`config.mk`:
```
export PLATFORM = sky130hd
export DESIGN_NAME = latch_strobe_tx
export DESIGN_NICKNAME = d
export VERILOG_FILES = /design/src/rtl/latch_tx_pkg.sv /design/src/rtl/latch_tx_phase_timer.sv /design/src/rtl/latch_strobe_tx.sv
export SDC_FILE = /design/constraint.sdc
export NUM_CORES = 1
export LEC_CHECK = 0
export CAP_MARGIN = 30
export CORE_MARGIN = 5
export CORE_UTILIZATION = 55
export CTS_BUF_LIST = sky130_fd_sc_hd__clkbuf_2 sky130_fd_sc_hd__clkbuf_4 sky130_fd_sc_hd__clkbuf_8
export CTS_CLUSTER_DIAMETER = 50
export DETAILED_ROUTE_END_ITERATION = 10
export PLACE_DENSITY = 0.9
export SKIP_CTS_REPAIR_TIMING = 1
export SLEW_MARGIN = 10
export SYNTH_ARGS = -nofsm -noshare
export SYNTH_HDL_FRONTEND = slang
export SYNTH_SLANG_ARGS = --single-unit
```
`constraint.sdc`:
```
create_clock -name i_clk -period 3.7 [get_ports i_clk]
set_clock_uncertainty 0.15 [all_clocks]
set_input_delay 0.925 -clock i_clk [delete_from_list [all_inputs] [get_ports i_clk]]
set_output_delay 0.925 -clock i_clk [all_outputs]
set_load 0.03 [all_outputs]
```
`src/rtl/latch_tx_pkg.sv`:
```
// Shared types and helpers for the latch-port serial transmitter.
package latch_tx_pkg;

    typedef enum logic [2:0] {
        IDLE,
        SETUP,
        STROBE,
        HOLD,
        DONE
    } tx_state_t;

    localparam int unsigned DEF_SETUP_CYC  = 1;
    localparam int unsigned DEF_STROBE_CYC = 1;
    localparam int unsigned DEF_HOLD_CYC   = 1;

    // Cycles from one accepted word to the next when words are offered back to back.
    function automatic int unsigned word_period(input int unsigned width,
                                                input int unsigned s,
                                                input int unsigned t,
                                                input int unsigned h);
        return width * (s + t + h) + 1;
    endfunction

    // Counter width able to hold max_val-1 (never narrower than 1 bit).
    function automatic int unsigned cnt_width(input int unsigned max_val);
        return (max_val > 1) ? $clog2(max_val) : 1;
    endfunction

endpackage

```
`src/rtl/latch_tx_phase_timer.sv`:
```
// Loadable down-counter with zero flag, timing the SETUP/STROBE/HOLD phases.
module latch_tx_phase_timer #(
    parameter int unsigned CW = 1
) (
    input  logic          clk,
    input  logic          rst_n,
    input  logic          load,
    input  logic [CW-1:0] load_val,
    output logic          zero
);

    logic [CW-1:0] cnt;

    always_ff @(posedge clk) begin
        if (!rst_n) begin
            cnt <= '0;
        end else if (load) begin
            cnt <= load_val;
        end else if (cnt != '0) begin
            cnt <= cnt - 1'b1;
        end
    end

    assign zero = (cnt == '0);

endmodule

```
`src/rtl/latch_strobe_tx.sv`:
```
// Serializes a handshaked word onto a data line plus level enable strobe,
// keeping data stable across setup, strobe and hold of every bit.
module latch_strobe_tx
    import latch_tx_pkg::*;
#(
    parameter int unsigned WIDTH      = 8,
    parameter int unsigned SETUP_CYC  = DEF_SETUP_CYC,
    parameter int unsigned STROBE_CYC = DEF_STROBE_CYC,
    parameter int unsigned HOLD_CYC   = DEF_HOLD_CYC,
    parameter int unsigned MSB_FIRST  = 1
) (
    input  logic             i_clk,
    input  logic             i_rst_n,
    input  logic             i_valid,
    input  logic [WIDTH-1:0] i_data,
    output logic             o_ready,
    output logic             o_a,
    output logic             o_en,
    output logic             o_busy,
    output logic             o_done
);

    localparam int unsigned MAX_PH = (SETUP_CYC > STROBE_CYC)
                                   ? ((SETUP_CYC > HOLD_CYC) ? SETUP_CYC : HOLD_CYC)
                                   : ((STROBE_CYC > HOLD_CYC) ? STROBE_CYC : HOLD_CYC);
    localparam int unsigned CW = cnt_width(MAX_PH);
    localparam int unsigned BW = $clog2(WIDTH + 1);

    localparam logic [CW-1:0] SETUP_LD  = CW'(SETUP_CYC - 1);
    localparam logic [CW-1:0] STROBE_LD = CW'(STROBE_CYC - 1);
    localparam logic [CW-1:0] HOLD_LD   = CW'(HOLD_CYC - 1);
    localparam logic [BW-1:0] LAST_BIT  = BW'(WIDTH - 1);
    localparam logic [BW-1:0] FULL_CNT  = BW'(WIDTH);

    tx_state_t        state, next_state;
    logic [WIDTH-1:0] shreg, shreg_d;
    logic [BW-1:0]    bit_cnt, bit_cnt_d;
    logic             handshake;
    logic             tmr_load, tmr_zero;
    logic [CW-1:0]    tmr_val;
    logic             ready_d, a_d, en_d, busy_d, done_d;

    assign handshake = i_valid & o_ready;

    latch_tx_phase_timer #(.CW(CW)) u_timer (
        .clk      (i_clk),
        .rst_n    (i_rst_n),
        .load     (tmr_load),
        .load_val (tmr_val),
        .zero     (tmr_zero)
    );

    // State and registered outputs
    always_ff @(posedge i_clk) begin
        if (!i_rst_n) begin
            state   <= IDLE;
            shreg   <= '0;
            bit_cnt <= '0;
            o_ready <= 1'b0;
            o_a     <= 1'b0;
            o_en    <= 1'b0;
            o_busy  <= 1'b0;
            o_done  <= 1'b0;
        end else begin
            state   <= next_state;
            shreg   <= shreg_d;
            bit_cnt <= bit_cnt_d;
            o_ready <= ready_d;
            o_a     <= a_d;
            o_en    <= en_d;
            o_busy  <= busy_d;
            o_done  <= done_d;
        end
    end

    always_comb begin
        next_state = state;
        case (state)
            IDLE:    if (handshake) next_state = SETUP;
            SETUP:   if (tmr_zero) next_state = STROBE;
            STROBE:  if (tmr_zero) next_state = HOLD;
            HOLD:    if (tmr_zero) next_state = (bit_cnt == LAST_BIT) ? DONE : SETUP;
            DONE:    next_state = handshake ? SETUP : IDLE;
            default: next_state = IDLE;
        endcase
    end

    // Outputs are computed from next_state so they can be registered
    // while still lining up with the state they describe.
    always_comb begin
        shreg_d   = shreg;
        bit_cnt_d = bit_cnt;
        if (handshake) begin
            shreg_d   = i_data;
            bit_cnt_d = '0;
        end else if (state == HOLD && tmr_zero) begin
            shreg_d = (MSB_FIRST != 0) ? (shreg << 1) : (shreg >> 1);
            if (bit_cnt != FULL_CNT) bit_cnt_d = bit_cnt + 1'b1;
        end

        tmr_load = (next_state != state);
        case (next_state)
            SETUP:   tmr_val = SETUP_LD;
            STROBE:  tmr_val = STROBE_LD;
            HOLD:    tmr_val = HOLD_LD;
            default: tmr_val = '0;
        endcase

        ready_d = (next_state == IDLE) || (next_state == DONE);
        busy_d  = (next_state == SETUP) || (next_state == STROBE) || (next_state == HOLD);
        en_d    = (next_state == STROBE);
        done_d  = (next_state == DONE);
        a_d     = busy_d & ((MSB_FIRST != 0) ? shreg_d[WIDTH-1] : shreg_d[0]);
    end

    localparam int unsigned WORD_PERIOD = word_period(WIDTH, SETUP_CYC, STROBE_CYC, HOLD_CYC);
    localparam int unsigned PW = $clog2(WORD_PERIOD + 1);

    logic [PW-1:0] period_cnt;

    always_ff @(posedge i_clk) begin
        if (!i_rst_n) begin
            period_cnt <= '0;
        end else if (handshake) begin
            period_cnt <= PW'(1);
        end else if (period_cnt != '1) begin
            period_cnt <= period_cnt + 1'b1;
        end
    end

    always_ff @(posedge i_clk) begin
        if (i_rst_n && o_done) begin
            assert (period_cnt == PW'(WORD_PERIOD))
                else $error("o_done at wrong distance from handshake");
        end
    end

    assert property (@(posedge i_clk) disable iff (!i_rst_n)
                     (o_en && $past(o_en)) |-> (o_a == $past(o_a)));
    assert property (@(posedge i_clk) disable iff (!i_rst_n) o_en |-> o_busy);

endmodule

```
---- Word level (Yosys, flattened, before mapping) ----
Index checks and enable logic that the tools add are counted.
operators by class
  reductions and logical operators ........ 10
  $add $sub $neg .......................... 2
  bitwise operators ....................... 4
  equal/unequal tests ..................... 11
  mux-type cells .......................... 9
operators with widths
  cell                                                             number
  8-bit 2-to-1 mux                                                 2
  3-bit 2-to-1 mux                                                 5
  3-bit case mux with 5 select lines                               1
  3-bit by 2-bit == test with 1-bit output, second input constant  4
  3-bit by 1-bit == test with 1-bit output, second input constant  2
  3-bit == test, second input constant                             2
  3-bit logical NOT                                                2
  4-bit by 1-bit adder with 4-bit output, second input constant    1
  4-bit by 3-bit == test with 1-bit output, second input constant  1
  4-bit != test, second input constant                             1
  1-bit logical OR                                                 3
  3-bit != test                                                    1
  3-bit OR reduction                                               1
  1-bit AND                                                        2
  1-bit inverter                                                   2
  2-bit AND reduction                                              1
  2-bit nonzero test                                               1
  2-bit OR reduction                                               1
  1-bit logical AND                                                1
  1-bit 2-to-1 mux                                                 1
  1-bit subtractor, second input constant                          1
word-level totals
  word-level logic and storage cells ...... 46
  input bits .............................. 11
  flip-flop bits (word level) ............. 21
  output and inout bits ................... 5

---- Longest topological paths before layout ----
Gate-level depths: netlist of run 1.
  depth in word-level cells ............... 8
  gate-level depth with buffers ........... 5
  mapped depth without buffers ............ 5

---- Modules after synthesis ----
Synthesis of run 1 repeated with hierarchy kept, for this count alone.
second synthesis, totals
  cell total of the unflattened synthesis .. 108
  area total of the unflattened synthesis .. 932.1 um^2
by module, submodules not included
  module                cells an instance  sequential area each (um^2)  area an instance (um^2)  times used
  latch_strobe_tx       105                400.4                        902.1                    1
  latch_tx_phase_timer  3                  20.0                         30.0                     1

---- Worst setup path before layout of run 1 ----
OpenSTA, ideal clock, no wires.
  path kind ............................... in2reg
  from .................................... in i_valid
  to ...................................... reg bit_cnt[0]
  stages on the path ...................... 4
  library setup time ...................... 70 ps
  arrival ................................. 1,567 ps
  slack ................................... 1,913 ps
  path buffers ............................ 1
  data required time ...................... 3,480 ps
  path through ............................ nand2_1 -> clkbuf_1 -> nand2_1 -> a21oi_1
between the ends
  cells in the longest elaborated chain, start to end .. 2
RTL lines
  item                          RTL line               source
  start, declared               latch_strobe_tx.sv:14  input logic i_valid,
  1-bit AND                     latch_strobe_tx.sv:43  assign handshake = i_valid & o_ready;
  2-bit OR reduction (no line)  -
  end signal, assigned          latch_strobe_tx.sv:67  bit_cnt <= bit_cnt_d;
  end, declared                 latch_strobe_tx.sv:37  logic [BW-1:0] bit_cnt, bit_cnt_d;
No other way between the ends.
A chain may end at the register's enable or synchronous reset.

---- Worst setup path after layout of run 1 ----
  from .................................... reg o_ready
  to ...................................... out o_ready
RTL lines
  item                    RTL line               source
  start, declared         latch_strobe_tx.sv:16  output logic o_ready,
  start signal, assigned  latch_strobe_tx.sv:68  o_ready <= ready_d;
No word-level cell between the ends.

==> summary.md, run 1 <==
| Metric | Value |
|---|---|
| Status | finished clean |
| Commonest non-fill, non-tap cell in the layout | dfxtp_1 |
| Clk buf depth | 2 |
| CP Buf/Inv Count | 1 |
| First-pass GRT wire length | ~3 mm |
| Antenna cells | 0 |
| Core Region | 0.00154 mm² |
| Mapped Cells | about 100 |
| MaxCap Viol Count | 0 |
| Via density | around 5.8 |
| DRC Markers | 0 |
| Die ar. | approximately 0.0026 mm² |
| Netlist cell types | 36 |
| Slack of the critical path | around 1.3 ns |
| Worst Hold Path Cells | 2 |
| CP Data Arrival Time | between 1 and 1.5 ns |
| Sequential-to-total area share from yosys stat | 46.5% |
| Layout cell share with drive strength beyond 1 | approximately 7% |
| WL/cell | roughly 13 µm |
| Vias in the first global route | slightly above 700 |
| Largest delay contributor family on the critical path | buffers and inverters |
| Layout fillers | 114 |
| Routed WL | about 1.7 mm |
| Syn_area_per_cell | 8.96 µm² |
| Synth area leaders | dfxtp_1 (46%), o21ai_0 (6.1%), nand2_1 (5.8%), a31oi_1 (4.1%), nand3_1 (3.3%) |
| Crit-path slowest cell | clkdlybuf4s50_1 |
| Final nets | around 130 |
| Worst setup EP type | output port |
| Via count | approximately 760 |
| Power Total | between 400 and 500 µW |
| Total I/O pin count | 16 |
| HP Start | shreg[2] |
| Area of the mapped netlist | 905 µm² |
| Routed Antenna Nets | 0 |
| Worst-skew pair later-pin latency | 0.30 ns |
| P per Cell Area | approximately 400 mW/mm² |
| Crit share post-route | between 60% and 70% |
| R2R Path End | bit_cnt[2] |
| CTS tree | built |
| Post-route setup TNS | 0 ns |
| Ys async rst share | 0% |
| Site Rows | 14 |
| 1st-iter DRT viols | 11 |
| Synthesized flop and latch total | 21 |
| CP Class | register to output port |
| Total gr overflow | 0 |
| CTS buffer count | 3 |
| Mux contribution to synthesized area | between 1 and 1.5% |
| CP max FO | 4 |
| Final core utilization | ~70% |
| Clk pin slew, worst setup/hold paths | about 0.11 ns |
| Initial Util | between 50% and 60% |
| Synth Warn # | 0 |
| Max frequency | between 400 and 500 MHz |
| Hold EP | shreg[3] |
| Compound-Gate Fraction of Synth Area | 16.7% |
| Cell chain of the critical path | clkdlybuf4s50_1 |
| Min-Delay Path Class | register to register |
| Final-report hold violation count | 0 |
| Worst Path Required | ~2.6 ns |
| Min Hold Slack | ~0.34 ns |
| Die width | just over 50 µm |
| IO buf count | 15 |
| Largest stage delay, worst path | between 0.6 and 0.7 ns |
| Initial antenna violation count | 0 |
| TritonCTS Sinks | 21 |
| Pre-antenna DRT Iters | 4 |
| Max VDD drop | a little under 0.3 mV |
| Xor/xnor share of the synthesized area | less than 1% |
| Die H | around 51 µm |
| Simple-gate area share of the yosys netlist | 27.7% |
| Root buf cell | clkbuf_4 |
| Synth Net Count | 114 |
| Top FF cell, synth | dfxtp_1 |
| Pin count of the biggest net entering global routing | 19 |
| Synth Area in Adders | under 10% |
| Critical path startpoint | o_ready |
| RSZ-0062 raised after global routing | false |
| Most frequent cells in the layout | dfxtp_1 (21), clkdlybuf4s50_1 (15), nand2_1 (14) |
| Minimum clock period after layout | between 2 and 2.5 ns |
| H-Tree Depth | 1 |
| CP Launch Type | register |
| Leak | 0.000376 µW |
| Main combinational cell family by area after synthesis | simple AND/OR/NAND/NOR gates |
| EDFF count, synth | 0 |
| Routability congestion estimate | 0.732 |
| Yosys top cell by area | dfxtp_1 |
| DPL Wire Length | between 1 and 1.5 mm |
| Pre-CTS setup slack | about 1.2 ns |
| Reg2reg start | state[1] |
| Area growth syn-to-layout | 19.2% |
| Cell depth of the worst flop-to-flop path | 3 |
| Top cell type's share of synthesized area | between 40% and 50% |
| Count of final setup violators | 0 |
| Max-slew violations | 0 |
| GRT Util Overall | around 15% |
| R2R setup slack | around 1.9 ns |
## cell usage after synthesis (2+ instances only)
cell and number:
a21oi_1 4, a31oi_1 6, and3b_1 2, clkbuf_1 3, dfxtp_1 21, ha_1 2
inv_1 3, nand2_1 14, nand3_1 6, nor2_1 3, nor3_1 2, o21ai_0 11
## stage by stage
stage               cells  cell area (µm²)
finish                131             1080
global placement      127             1050
detailed placement    127             1050
floorplan             101              905
global route          131             1080
CTS                   131             1080
## routing by layer
metal  up-vias  GRT usage (%)  part of all wire, %
met2        20           21.5                   47
li1        389              -                    -
met1       351           18.6                   45
met3         4           6.51                  6.1
met4         0           7.66                  1.9
met5         -              0                    0
## layout make-up
class / instances / area [µm²] / area share (%)
Clock inverter: 1 / 5.00 / 0.464
Timing Repair Buffer: 15 / 150 / 13.9
Tap cell: 16 / 20.0 / 1.86
Sequential cell: 21 / 420 / 39.0
Multi-Input combinational cell: 72 / 449 / 41.6
Inverter: 3 / 11.3 / 1.04
Clock buffer: 3 / 22.5 / 2.09
## state kept, by name, summed over array words and instances (netlist names)
signal and count:
o_a 1, o_busy 1, o_ready 1, state 3, o_en 1, u_timer.cnt 1
bit_cnt 4, shreg 8, o_done 1
## cells by family (layout without fill, tap and decap cells)
kind of cell	count (synthesis)	in the layout
and+or+nand+nor	41	41
AOI/OAI and AO/OA	26	26
DFF	21	21
buffers and inverters	8	22
adders and majority gates	2	2
other	1	1
xor gates and xnor gates	1	1
muxes	1	1
## worst max path at each step
stage | endpoint | cells after the start | slack (ns)
final | o_ready | 1 | 1.26
after global routing | o_ready | 1 | 1.21
after CTS | o_ready | 1 | 1.25
after detailed placement | o_a | 4 | 1.19
after global placement | o_a | 4 | 1.24
after floorplan | bit_cnt[0] | 4 | 1.91
## power by group
part,internal [µW],switching (µW)
clock network,40.3,67.7
registers,240,9.83
logic,31.4,31.1
(Power assumes the default switching activity.)
==> inputs of run 2 (changes only) <==
- CORE_UTILIZATION: 55 -> 53
- PLACE_DENSITY: 0.9 -> 0.87
- clock period: 3.7 -> 2.3 ns (I/O delays scaled with it)
==> run 2 against run 1 <==
Net effect: first-iteration DRC count is 9.1% higher; critical path type unchanged; via count stayed put; non-clock buffer count is 2 higher; cell area is 1.5% higher; sequential share of layout area is 0.58 points lower; flip-flop and latch count stayed put; count of clock-buffer cells in the layout stayed put; combinational power is 65% higher; sequential power is 61% higher.
==> summary.md, run 2 (same netlist as run 1, synthesis figures left out) <==
| Metric | Value |
|---|---|
| 1st-iter DRT viols | 12 (+1) |
| CP Data Arrival Time | 1.37 ns (about the same) |
| Root buf cell | clkbuf_4 |
| TritonCTS Sinks | 21 (unchanged) |
| CP Buf/Inv Count | 1 (unchanged) |
| Worst Hold Path Cells | 2 (unchanged) |
| Largest stage delay, worst path | 0.69 ns (about the same) |
| Initial Util | 54.2% (-4.5 points) |
| Commonest non-fill, non-tap cell in the layout | dfxtp_1 |
| Antenna cells | 0 (unchanged) |
| CTS buffer count | 3 (unchanged) |
| Pre-antenna DRT Iters | 4 (unchanged) |
| Clk buf depth | 2 (unchanged) |
| Max FFs per register | 8 (unchanged) |
| First-pass GRT wire length | 2.88 mm (-2.8%) |
| Worst setup EP type | output port |
| Die ar. | 0.00263 mm² (+3.0%) |
| R2R setup slack | 0.66 ns (-1.23 ns) |
| Die width | 51.3 µm (+1.5%) |
| HP Start | shreg[3] |
| Max VDD drop | 0.363 mV (+25%) |
| DPL Wire Length | 1.31 mm (+6.8%) |
| Cell depth of the worst flop-to-flop path | 4 (+1) |
| Final-report hold violation count | 0 (unchanged) |
| Max frequency | 477 MHz |
| Initial antenna violation count | 0 (unchanged) |
| Core Region | 0.00167 mm² (+8.4%) |
| IO buf count | 15 (unchanged) |
| Minimum clock period after layout | 2.10 ns |
| Worst Path Required | 1.57 ns (-1.05 ns) |
| Total I/O pin count | 16 (unchanged) |
| Pin count of the biggest net entering global routing | 15 (-4) |
| Crit-path slowest cell | clkdlybuf4s50_1 |
| Layout cell share with drive strength beyond 1 | 8.55% (+1.6 points) |
| CP Launch Type | register |
| Via count | 764 (unchanged) |
| GRT Util Overall | 14.3% (-0.58 points) |
| Site Rows | 15 (+1) |
| P per Cell Area | 616 mW/mm² (+58%) |
| Min Hold Slack | 0.332 ns (-0.00381 ns) |
| CP max FO | 4 (unchanged) |
| Reg2reg start | state[1] |
| Die H | 51.3 µm (+1.5%) |
| Min-Delay Path Class | register to register |
| Final nets | 131 (+1.6%) |
| Status | finished clean |
| Count of final setup violators | 0 (unchanged) |
| RSZ-0062 raised after global routing | false |
| Clk pin slew, worst setup/hold paths | 0.11 ns (about the same) |
| Biggest register | shreg |
| WL/cell | 12.7 µm (-0.85%) |
| Layout fillers | 147 (+29%) |
| CP Class | register to output port |
| Total gr overflow | 0 (unchanged) |
| Routed Antenna Nets | 0 (unchanged) |
| Via density | 5.70 (-2.2%) |
| Most frequent cells in the layout | dfxtp_1 (21), clkdlybuf4s50_1 (15), nand2_1 (14) |
| H-Tree Depth | 1 (unchanged) |
| Post-route setup TNS | 0 ns (unchanged) |
| Cell chain of the critical path | clkdlybuf4s50_1 |
| CTS tree | built |
| Leak | 0.000384 µW (+2.3%) |
| DRC Markers | 0 (unchanged) |
| MaxCap Viol Count | 0 (unchanged) |
| Hold EP | shreg[4] |
| Crit share post-route | roughly 91% |
| Routed WL | 1.71 mm (+1.4%) |
| Routability congestion estimate | 0.746 (+1.9%) |
| Max-slew violations | 0 (unchanged) |
| Vias in the first global route | 693 (-2.3%) |
| Regs by FF count | shreg: 8 flops, bit_cnt: 4 flops, state: 3 flops |
| Area growth syn-to-layout | 21.0% |
| Largest delay contributor family on the critical path | buffers and inverters |
| Worst-skew pair later-pin latency | 0.30 ns (about the same) |
| R2R Path End | o_a |
[run 2: cell count changes in the layout (fill, tap and decap cells not counted)]
cell,change
buf_4,+2
[run 2: how the worst max path moves through the flow]
stage,endpoint,slack (ns),cells after the start,from
floorplan,bit_cnt[2],0.80,5,bit_cnt[0]
global placement,o_en,0.38,3,i_rst_n
detailed placement,o_en,0.31,3,i_rst_n
CTS,o_ready,0.19,1,o_ready
global route,o_ready,0.16,1,o_ready
finish,o_ready,0.20,1,o_ready
[run 2: cell type report]
class	count	area, µm²	area share [%]
Multi-Input combinational cell	72	449	41.0
Sequential cell	21	420	38.4
Timing Repair Buffer	17	165	15.1
Clock buffer	3	22.5	2.06
Tap cell	17	21.3	1.94
Inverter	3	11.3	1.03
Clock inverter	1	5.00	0.457
[run 2: per-stage QoR]
stage               std cells  area, µm²  util [%]  setup WS (ns)  power (µW)
floorplan                 101        905         -          0.799         470
global placement          130       1070      63.9          0.376         509
detailed placement        130       1070      63.9          0.308         514
CTS                       134       1090      65.5          0.187         685
global route              134       1090      65.5          0.163         710
finish                    134       1090      65.5          0.204         674
[run 2: routing by layer]
layer / vias up / track usage [%] / wire length (µm)
met2: 17 / 24.9 / 823
li1: 390 / - / -
met1: 355 / 16.7 / 784
met5: - / 0 / 0
met3: 2 / 4.66 / 86
met4: 0 / 3.93 / 13
[run 2: where the power goes]
part | switching, µW | leakage (µW) | internal (µW)
registers | 16.1 | 0.000172 | 386
clock network | 105 | 0.0000177 | 64.7
logic | 50.0 | 0.000195 | 52.5
==> inputs of run 3 (changes only) <==
- CTS_CLUSTER_SIZE: not set -> 20
==> results of run 3 <==
Final layout, timing and power as in run 2 (identical DEF).
